File: src/rtl/plant_delay_line.sv
// Transport dead-time for the plant: circular sample buffer, write pointer,
// saturating fill counter and the delayed-sample read mux.
module plant_delay_line #(
   parameter int DATA_W    = 16,
   parameter int DELAY_MAX = 16
) (
   input  logic                         clk,
   input  logic                         rst_n,
   input  logic                         push_i,
   input  logic [DATA_W-1:0]            din_i,
   input  logic [$clog2(DELAY_MAX)-1:0] dead_time_i,
   output logic [DATA_W-1:0]            dout_o
);

   localparam int PTR_W = $clog2(DELAY_MAX);
   localparam logic [PTR_W:0] FILL_MAX = (PTR_W+1)'(DELAY_MAX);

   logic [DATA_W-1:0] mem_q [DELAY_MAX];
   logic [PTR_W-1:0]  wr_ptr_q;
   logic [PTR_W:0]    fill_q;
   logic [PTR_W-1:0]  rd_ptr;

   // Read the sample pushed dead_time pushes ago; zero until that many exist.
   // NOTE: every output of an always_comb gets a value on every path, otherwise a latch is inferred.
   always_comb begin
      rd_ptr = wr_ptr_q - dead_time_i;
      if (dead_time_i == '0)
         dout_o = din_i;
      else if (fill_q < {1'b0, dead_time_i})
         dout_o = '0;
      else
         dout_o = mem_q[rd_ptr];
   end

   // Sample storage.
   // NOTE: the buffer array has no reset; the fill counter masks stale entries, so clearing it would only cost logic.
   always_ff @(posedge clk) begin
      if (push_i)
         mem_q[wr_ptr_q] <= din_i;
   end

   // Write pointer wraps naturally; fill counts pushes up to the buffer depth.
   // NOTE: sequential state uses non-blocking assignments so every register sees pre-edge values.
   always_ff @(posedge clk or negedge rst_n) begin
      if (!rst_n) begin
         wr_ptr_q <= '0;
         fill_q   <= '0;
      end else if (push_i) begin
         wr_ptr_q <= wr_ptr_q + 1'b1;
         if (fill_q != FILL_MAX)
            fill_q <= fill_q + 1'b1;
      end
   end

endmodule

File: config.mk
export PLATFORM = sky130hd
export DESIGN_NAME = plant_delay_line
export DESIGN_NICKNAME = d
export VERILOG_FILES = /design/src/rtl/plant_delay_line.sv
export SDC_FILE = /design/constraint.sdc
export NUM_CORES = 1
export LEC_CHECK = 0
export CORE_MARGIN = 5
export CORE_UTILIZATION = 30
export CTS_CLUSTER_SIZE = 40
export DETAILED_ROUTE_END_ITERATION = 16
export GPL_TIMING_DRIVEN = 1
export SYNTH_ARGS = -nofsm -noshare
export SYNTH_HDL_FRONTEND = slang
export SYNTH_SLANG_ARGS = --single-unit
File: constraint.sdc
create_clock -name clk -period 9.2 [get_ports clk]
set_input_delay 1.84 -clock clk [delete_from_list [all_inputs] [get_ports clk]]
set_output_delay 1.84 -clock clk [all_outputs]
set_load 0.02 [all_outputs]
==> out/qor.txt, run 1 <==
status - complete, no violations
Syn Inst Count - 549
Worst Tran Pin Value - 0.946 ns
vias per cell - 4.97
Layout area overhead - 18.0%
Die H - 201 um
#FFs+latches synth - 265
Worst R2R Setup Slack - 6.98 ns
Arr. time, crit path - 5.85 ns
area of the die - 40300 um2
Die W - 201 um
Post-Syn Area per Cell - 19.9 um2
mapped cell area - 10900 um2
Slew HR - 36.9%
Final #Nets - 648
DRT iter0 DRCs - 513
share of layout cells above drive strength 1 - 30.3%
WHS - 0.539 ns
worst setup path startpoint - dead_time_i[0]
Crit Path Category - in2out
critical-path maximum fanout - 23
Synth Warn # - 0
VDD IR-drop max - 0.000183 V
final wirelength - 24600 um
setup tns final - 0 ns
Netlist cell types - 34
FMAX - 0.130 GHz
routed len/inst - 22.6 um
routability congestion estimate - 0.740
CTS tree - built
worst r2r path cells - 3
Final Setup Violations - 0
Initial Util - 30.5%
Post-synth EDFFs - 256
Sink Count - 265
core area - 35700 um2
Final Hold Viols - 0
htree depth - 1
grt ovf - 0
Max Cap Viol - 0
CP Data Required Time - 7.36 ns
Reg power frac - 33.9%
largest net degree at the start of global routing - 42
diodes inserted - 0
Reg2Reg Capture Point - mem_q[15][12]$_DFFE_PP_
row count - 69
asr flop ratio synth - 3.40%
root buf cell - clkbuf_16
clock skew - 0.00781 ns
Bufs on Longest Clock Path - 3
Setup Buffers After CTS - 0
vias in the first global route - 5627
Clk pwr share - 23.8%
Finished Layout Cells - 1091
Vias - 5418
Switching Share - 33.5%
IO buf count - 38
Net Switching - 1.50 mW
DP Cell Count - 1045
PD cells - 348 nW/um2
Cell Int Power - 2.98 mW
initial antenna violation count - 0
synth top area cells - edfxtp_1 70%, mux4_2 9.9%, mux2_2 5.9%
CTS buffer count - 26
Primary FF master, synth - edfxtp_1
Seq/Total Area, Yosys - 72.5%
combinational fraction of design power - 42.4%
first-pass GRT wire length - 36500 um
CTS resizes - 0
Slew Viols, Final - 0
Tcrit/Tclk final - 83.6%
Worst Setup End Kind - output pin
All-Layer GR Usage - 11.9%
ANT nets after route - 0
Tmin final - 7.69 ns
clock slew at reported path FFs - 0.06 ns
CP Launch Type - input port
CP endpoint - dout_o[4]
Leakage - 4.08 nW
IO Count - 39
post-synth top area cell - edfxtp_1
RSZ-0062 raised after global routing - no
DRC - 0
R2R Path Start - wr_ptr_q[3]$_DFFE_PN0P_
Clk Latency, worst-skew pair - 0.53 ns
Synth top area share - 70.4%
dpl hpwl - 14600 um
Pre-antenna DRT Iters - 4
Syn Nets - 585
# hold bufs at CTS - 0
Hold Crit Class - reg2reg
[cell usage after synthesis, types with 7 or more instances]
library cell	n
edfxtp_1	256
mux2_2	57
mux4_2	48
nand2_1	23
o211ai_1	18
mux2i_1	16
o2111ai_1	16
clkbuf_1	12
ha_1	12
nor2_1	12
buf_2	11
dfrtp_1	9
inv_1	8
mux2_1	8
xnor2_1	7
[registers in the layout, indices dropped and copies added (netlist names)]
register / flops
fill_q: 5
wr_ptr_q: 4
mem_q: 256
[power groups by stage]
stage / clock, mW / sequential, mW / combinational (mW)
floorplan: 0 / 1.52 / 1.31
CTS: 1.09 / 1.52 / 1.94
global route: 1.13 / 1.53 / 2.03
detailed placement: 0 / 1.55 / 1.93
global placement: 0 / 1.54 / 1.93
finish: 1.07 / 1.52 / 1.90
[kinds of logic after synthesis]
family                     synth area share (%)
and+or+nand+nor                            2.27
xor gates and xnor gates                  0.951
buffers and inverters                      1.67
adders and majority gates                  1.56
muxes                                      18.1
DFF                                        72.5
AOI/OAI and AO/OA                          2.98
[worst min-delay path by stage]
stage                           from                     to  depth (start not counted)
5_1_grt        fill_q[4]$_DFFE_PN0P_  fill_q[4]$_DFFE_PN0P_                          1
3_3_place_gp   fill_q[4]$_DFFE_PN0P_  fill_q[4]$_DFFE_PN0P_                          1
4_1_cts        fill_q[4]$_DFFE_PN0P_  fill_q[4]$_DFFE_PN0P_                          1
2_1_floorplan  fill_q[4]$_DFFE_PN0P_  fill_q[4]$_DFFE_PN0P_                          1
3_5_place_dp   fill_q[4]$_DFFE_PN0P_  fill_q[4]$_DFFE_PN0P_                          1
6_report       fill_q[4]$_DFFE_PN0P_  fill_q[4]$_DFFE_PN0P_                          1
[cells in the final DEF, fill, tap and decap left out, types with 4 or more instances in the layout]
master and n:
bufinv_16 4, xnor2_1 7, mux2_1 8, clkinv_2 7, o2111ai_1 16, edfxtp_1 256, ha_1 12, clkbuf_16 26
inv_1 8, mux2i_1 16, o211ai_1 18, buf_4 24, mux4_2 48, dfrtp_1 9, nor3_2 4, nand2_1 23
clkdlybuf4s50_1 38, nor2_2 11, clkinv_1 8, mux2_2 57
[cell type report]
cell class,count,area (um2)
fillers,3320,22900
flip-flops and latches,265,7910
multi-input cells,247,2920
clock buffers,26,651
repair buffers,63,581
well taps,461,577
clock inverters,20,206
inverters,9,33.8
[layer usage]
layer / global-route usage, % / up-vias / routed length (um) / part of all wire, %
met5: 0 / - / 0 / 0
met4: 3.86 / 0 / 688 / 2.8
met3: 1.07 / 44 / 892 / 3.6
met2: 20.8 / 106 / 12600 / 51
met1: 15.8 / 2888 / 10500 / 43
li1: - / 2380 / - / -
[critical path, stage by stage]
cell and delay (ns):
clkdlybuf4s50_1 0.56, ha_1 0.20, inv_1 0.06, fa_4 1.01, buf_4 0.42, mux2_2 0.38
mux4_2 0.46, o2111ai_1 0.09, o211ai_1 0.21, clkdlybuf4s50_1 0.61
[per-stage QoR]
step	total power, mW	setup slack, ns	instance area, um2	util (%)
after CTS	4.55	1.45	12900	36.0
final	4.49	1.51	12900	36.0
after detailed placement	3.48	1.46	12000	33.6
after global placement	3.47	1.45	12000	33.6
after global routing	4.69	1.36	12900	36.0
after floorplan	2.82	3.31	10900	-
No activity file was read; power rests on OpenSTA's default activity.
==> inputs of run 2 (changes only) <==
clock period = 6.8 ns   (was 9.2 ns; I/O delays follow)
==> out/qor.txt, run 2 (synthesis results as in run 1) <==
status - complete, no violations
Hold Path Depth - 1
Slew HR - 41.6%
Clk Latency, worst-skew pair - 0.53 ns
RSZ-0062 raised after global routing - no
critical-path maximum fanout - 36
root buf cell - clkbuf_16
Slew Viols, Final - 0
fin util - 35.9%
hold_sp - fill_q[4]$_DFFE_PN0P_
top flop regs - mem_q: 256 flops, fill_q: 5 flops, wr_ptr_q: 4 flops
Die H - 201 um
dpl hpwl - 14200 um
All-Layer GR Usage - 12.0%
Worst Tran Pin Value - 0.876 ns
clock skew - 0.0183 ns
CTS resizes - 0
DR top layer - met4
PD cells - 464 nW/um2
Final Setup Violations - 0
Initial Util - 30.5%
Layout area overhead - 17.7%
commonest non-fill, non-tap cells in the layout - 256 x edfxtp_1, 57 x mux2_2, 48 x mux4_2
DRT iter0 DRCs - 321
most common cell after layout, fill and taps aside - edfxtp_1
VDD IR-drop max - 0.000241 V
diodes inserted - 0
R2R Path Start - wr_ptr_q[0]$_DFFE_PN0P_
Max Cap Viol - 0
Largest register FFs - 256
CTS tree - built
vias in the first global route - 5580
Sink Count - 265
CP Data Required Time - 5.44 ns
Hold EP - fill_q[4]$_DFFE_PN0P_
# hold bufs at CTS - 0
Final #Nets - 654
Leakage - 4.07 nW
routability congestion estimate - 0.734
htree depth - 1
Crit Path Category - in2out
Routed met1 length - 10300 um
Arr. time, crit path - 5.04 ns
Vias - 5377
initial antenna violation count - 0
area of the die - 40300 um2
IO buf count - 38
ANT nets after route - 0
FMAX - 0.156 GHz
core area - 35700 um2
Pre-antenna DRT Iters - 4
Setup Buffers After CTS - 0
final wirelength - 24600 um
share of layout cells above drive strength 1 - 30.7%
Die W - 201 um
worst r2r path cells - 5
IO Count - 39
CP Launch Type - input port
Hold Crit Class - reg2reg
row count - 69
CTS buffer count - 25
Met2 Wirelength - 12600 um
Bufs on Longest Clock Path - 3
vias per cell - 4.91
routed len/inst - 22.4 um
grt ovf - 0
Worst Setup End Kind - output pin
Tcrit/Tclk final - 94.1%
most flop-heavy register - mem_q
Final Hold Viols - 0
Tmin final - 6.40 ns
clock slew at reported path FFs - 0.06 ns
largest net degree at the start of global routing - 37
length of routed met3 wiring - 1170 um
setup tns final - 0 ns
first-pass GRT wire length - 36900 um
DRC - 0
Worst R2R Setup Slack - 4.52 ns
Reg2Reg Capture Point - mem_q[8][14]$_DFFE_PP_
==> run 2: changes by cell type in the layout (fill, tap and decap cells not counted), moves of 2 or more <==
cell,before,now
buf_12,1,3
buf_4,24,29
inv_6,0,3
clkbuf_1,0,2
bufinv_16,4,1
==> run 2: power by group <==
part	leakage [nW]	internal (mW)	switching, mW	total, mW
sequential	2.42	1.97	0.0826	2.06
combinational	1.28	1.26	1.35	2.61
clock	0.371	0.712	0.584	1.30
==> run 2: worst max-delay path by stage <==
stage / from / to / slack (ns) / cells past startpoint
3_5_place_dp: dead_time_i[0] / dout_o[12] / 0.37 / 11
2_1_floorplan: dead_time_i[0] / dout_o[10] / 1.87 / 9
6_report: dead_time_i[0] / dout_o[12] / 0.40 / 11
4_1_cts: dead_time_i[0] / dout_o[12] / 0.37 / 11
3_3_place_gp: dead_time_i[0] / dout_o[12] / 0.36 / 11
5_1_grt: dead_time_i[0] / dout_o[12] / 0.25 / 11
==> run 2: per-layer routing <==
layer,GRT usage (%),vias up
li1,-,2379
met1,15.5,2837
met2,21.3,127
met3,1.74,34
met4,3.32,0
met5,0,-
==> run 2: cell type report <==
cell class                      instances  area [um2]
Fill cell                            3329       22900
Sequential cell                       265        7910
Multi-Input combinational cell        247        2910
Timing Repair Buffer                   70         658
Clock buffer                           27         633
Tap cell                              461         577
Clock inverter                         17         116
Inverter                                9        33.8
==> run 2: critical path, cell delays in order <==
cell	delay, ns
clkdlybuf4s50_1	0.55
ha_1	0.19
inv_1	0.05
fa_4	0.79
buf_12	0.24
buf_12	0.21
mux2_2	0.34
mux4_2	0.45
o2111ai_1	0.08
o211ai_1	0.14
clkdlybuf4s50_1	0.57
==> run 2: per-stage QoR <==
step / power, mW / setup WS, ns / instance area (um2) / std cells / hold WS [ns]
5_1_grt: 6.26 / 0.253 / 12800 / 1096 / 0.598
3_5_place_dp: 4.74 / 0.374 / 12100 / 1052 / 0.546
3_3_place_gp: 4.73 / 0.363 / 12100 / 1052 / 0.534
6_report: 5.97 / 0.402 / 12800 / 1096 / 0.544
4_1_cts: 6.05 / 0.374 / 12800 / 1096 / 0.554
2_1_floorplan: 3.82 / 1.87 / 10900 / 549 / 0.489
==> inputs of run 3 (changes only) <==
CAP_MARGIN = 20   (was default)
CORE_UTILIZATION = 31   (was 30)
==> out/qor.txt, run 3 (synthesis results as in run 1) <==
Hold Path Depth - 1
Layout area overhead - 17.2%
Final #Nets - 652
R2R Path Start - wr_ptr_q[1]$_DFFE_PN0P_
clock skew - 0.00535 ns
htree depth - 1
grt ovf - 0
CP max stage cell - fa_4
Die H - 198 um
CP Launch Type - input port
All-Layer GR Usage - 12.8%
Final Hold Viols - 0
Largest register FFs - 256
crit-path most repeated cell - clkdlybuf4s50_1
initial antenna violation count - 0
# hold bufs at CTS - 0
Critical Path Max Stage Delay - 0.80 ns
Power Total - 5.97 mW
Hold Crit Class - reg2reg
routability congestion estimate - 0.754
CTS buffer count - 25
Slew HR - 47.0%
worst r2r path cells - 5
Worst Setup End Kind - output pin
root buf cell - clkbuf_16
Arr. time, crit path - 5.10 ns
Crit Path Category - in2out
diodes inserted - 0
IO Count - 39
Die W - 198 um
Worst R2R Setup Slack - 5.01 ns
Buf/Inv on CP - 4
commonest non-fill, non-tap cells in the layout - 256 x edfxtp_1, 57 x mux2_2, 48 x mux4_2
area of the die - 39100 um2
VDD IR-drop max - 0.000402 V
critical-path maximum fanout - 48
share of layout cells above drive strength 1 - 28.9%
row count - 68
Top delay family on crit path - buffers and inverters
final wirelength - 25500 um
CP endpoint - dout_o[10]
routed len/inst - 23.4 um
core area - 34600 um2
most flop-heavy register - mem_q
status - complete, no violations
Sink Count - 265
Bufs on Longest Clock Path - 3
Setup Buffers After CTS - 0
setup tns final - 0 ns
Reg2Reg Capture Point - mem_q[8][5]$_DFFE_PP_
Tmin final - 6.46 ns
PD cells - 467 nW/um2
DRC - 0
RSZ-0062 raised after global routing - no
Max Cap Viol - 0
FMAX - 0.155 GHz
Vias - 5479
Clk Latency, worst-skew pair - 0.52 ns
Worst Tran Pin Value - 0.790 ns
CP Data Required Time - 5.44 ns
vias per cell - 5.03
Final Setup Violations - 0
clock slew at reported path FFs - 0.06 ns
WP depth - 10
worst setup path startpoint - dead_time_i[0]
top flop regs - mem_q: 256 flops, fill_q: 5 flops, wr_ptr_q: 4 flops
first-pass GRT wire length - 37400 um
Initial Util - 31.5%
vias in the first global route - 5683
most common cell after layout, fill and taps aside - edfxtp_1
critical path cell sequence - clkdlybuf4s50_1, ha_1, inv_1, fa_4, buf_12, mux2_2, mux4_2, o2111ai_1, o211ai_1, clkdlybuf4s50_1
Fill cells - 3104
pre-CTS setup slack - 0.349 ns
post-route setup slack - 0.336 ns
DRT iter0 DRCs - 363
Slew Viols, Final - 0
Pre-antenna DRT Iters - 4
Tcrit/Tclk final - 95.1%
IO buf count - 38
dpl hpwl - 14800 um
CTS tree - built
Leakage - 4.06 nW
largest net degree at the start of global routing - 49
ANT nets after route - 0
CTS resizes - 0
[run 3: worst min path at each step]
stage | from | endpoint | slack, ns
floorplan | fill_q[4]$_DFFE_PN0P_ | fill_q[4]$_DFFE_PN0P_ | 0.49
global placement | fill_q[4]$_DFFE_PN0P_ | fill_q[4]$_DFFE_PN0P_ | 0.53
detailed placement | fill_q[4]$_DFFE_PN0P_ | fill_q[4]$_DFFE_PN0P_ | 0.56
CTS | fill_q[4]$_DFFE_PN0P_ | fill_q[4]$_DFFE_PN0P_ | 0.57
global route | fill_q[4]$_DFFE_PN0P_ | fill_q[4]$_DFFE_PN0P_ | 0.59
finish | fill_q[0]$_DFFE_PN0P_ | fill_q[0]$_DFFE_PN0P_ | 0.56
[run 3: area by class of cell]
type                       count  area, um2  share of cell area [%]
clock inverter                15        136                    1.07
clock buffer                  30        644                    5.04
timing repair buffer          68        631                    4.93
multi-input combinational    247       2870                    22.4
sequential                   265       7910                    61.8
tap                          455        569                    4.45
inverter                       9       33.8                   0.264
[run 3: layer usage]
metal | up-vias | GRT usage, % | share of wire, %
li1 | 2382 | - | -
met1 | 2943 | 17.2 | 43
met2 | 127 | 22.6 | 52
met3 | 27 | 1.64 | 3.8
met4 | 0 | 2.30 | 1.4
met5 | - | 0 | 0
[run 3: report_power, final]
group          total, mW  switching (mW)  internal [mW]
Clock               1.33           0.576          0.754
Combinational       2.58            1.35           1.23
Sequential          2.06          0.0859           1.97
[run 3: worst register-to-register path, delay by kind of cell, from the launching register on]
kind	cells	cell delay, ns
adder cells (fa/ha/maj)	1	0.16
AND/OR/NAND/NOR	2	0.27
flip-flops	1	0.48
buffers and inverters	2	0.51
[run 3: per-stage QoR]
| stage | util (%) | std cells | instance area (um2) | hold slack, ns |
|---|---|---|---|---|
| after global placement | 34.7 | 1044 | 12000 | 0.531 |
| after CTS | 37.0 | 1089 | 12800 | 0.566 |
| after global routing | 37.0 | 1089 | 12800 | 0.593 |
| after floorplan | - | 549 | 10900 | 0.489 |
| final | 37.0 | 1089 | 12800 | 0.562 |
| after detailed placement | 34.7 | 1044 | 12000 | 0.556 |
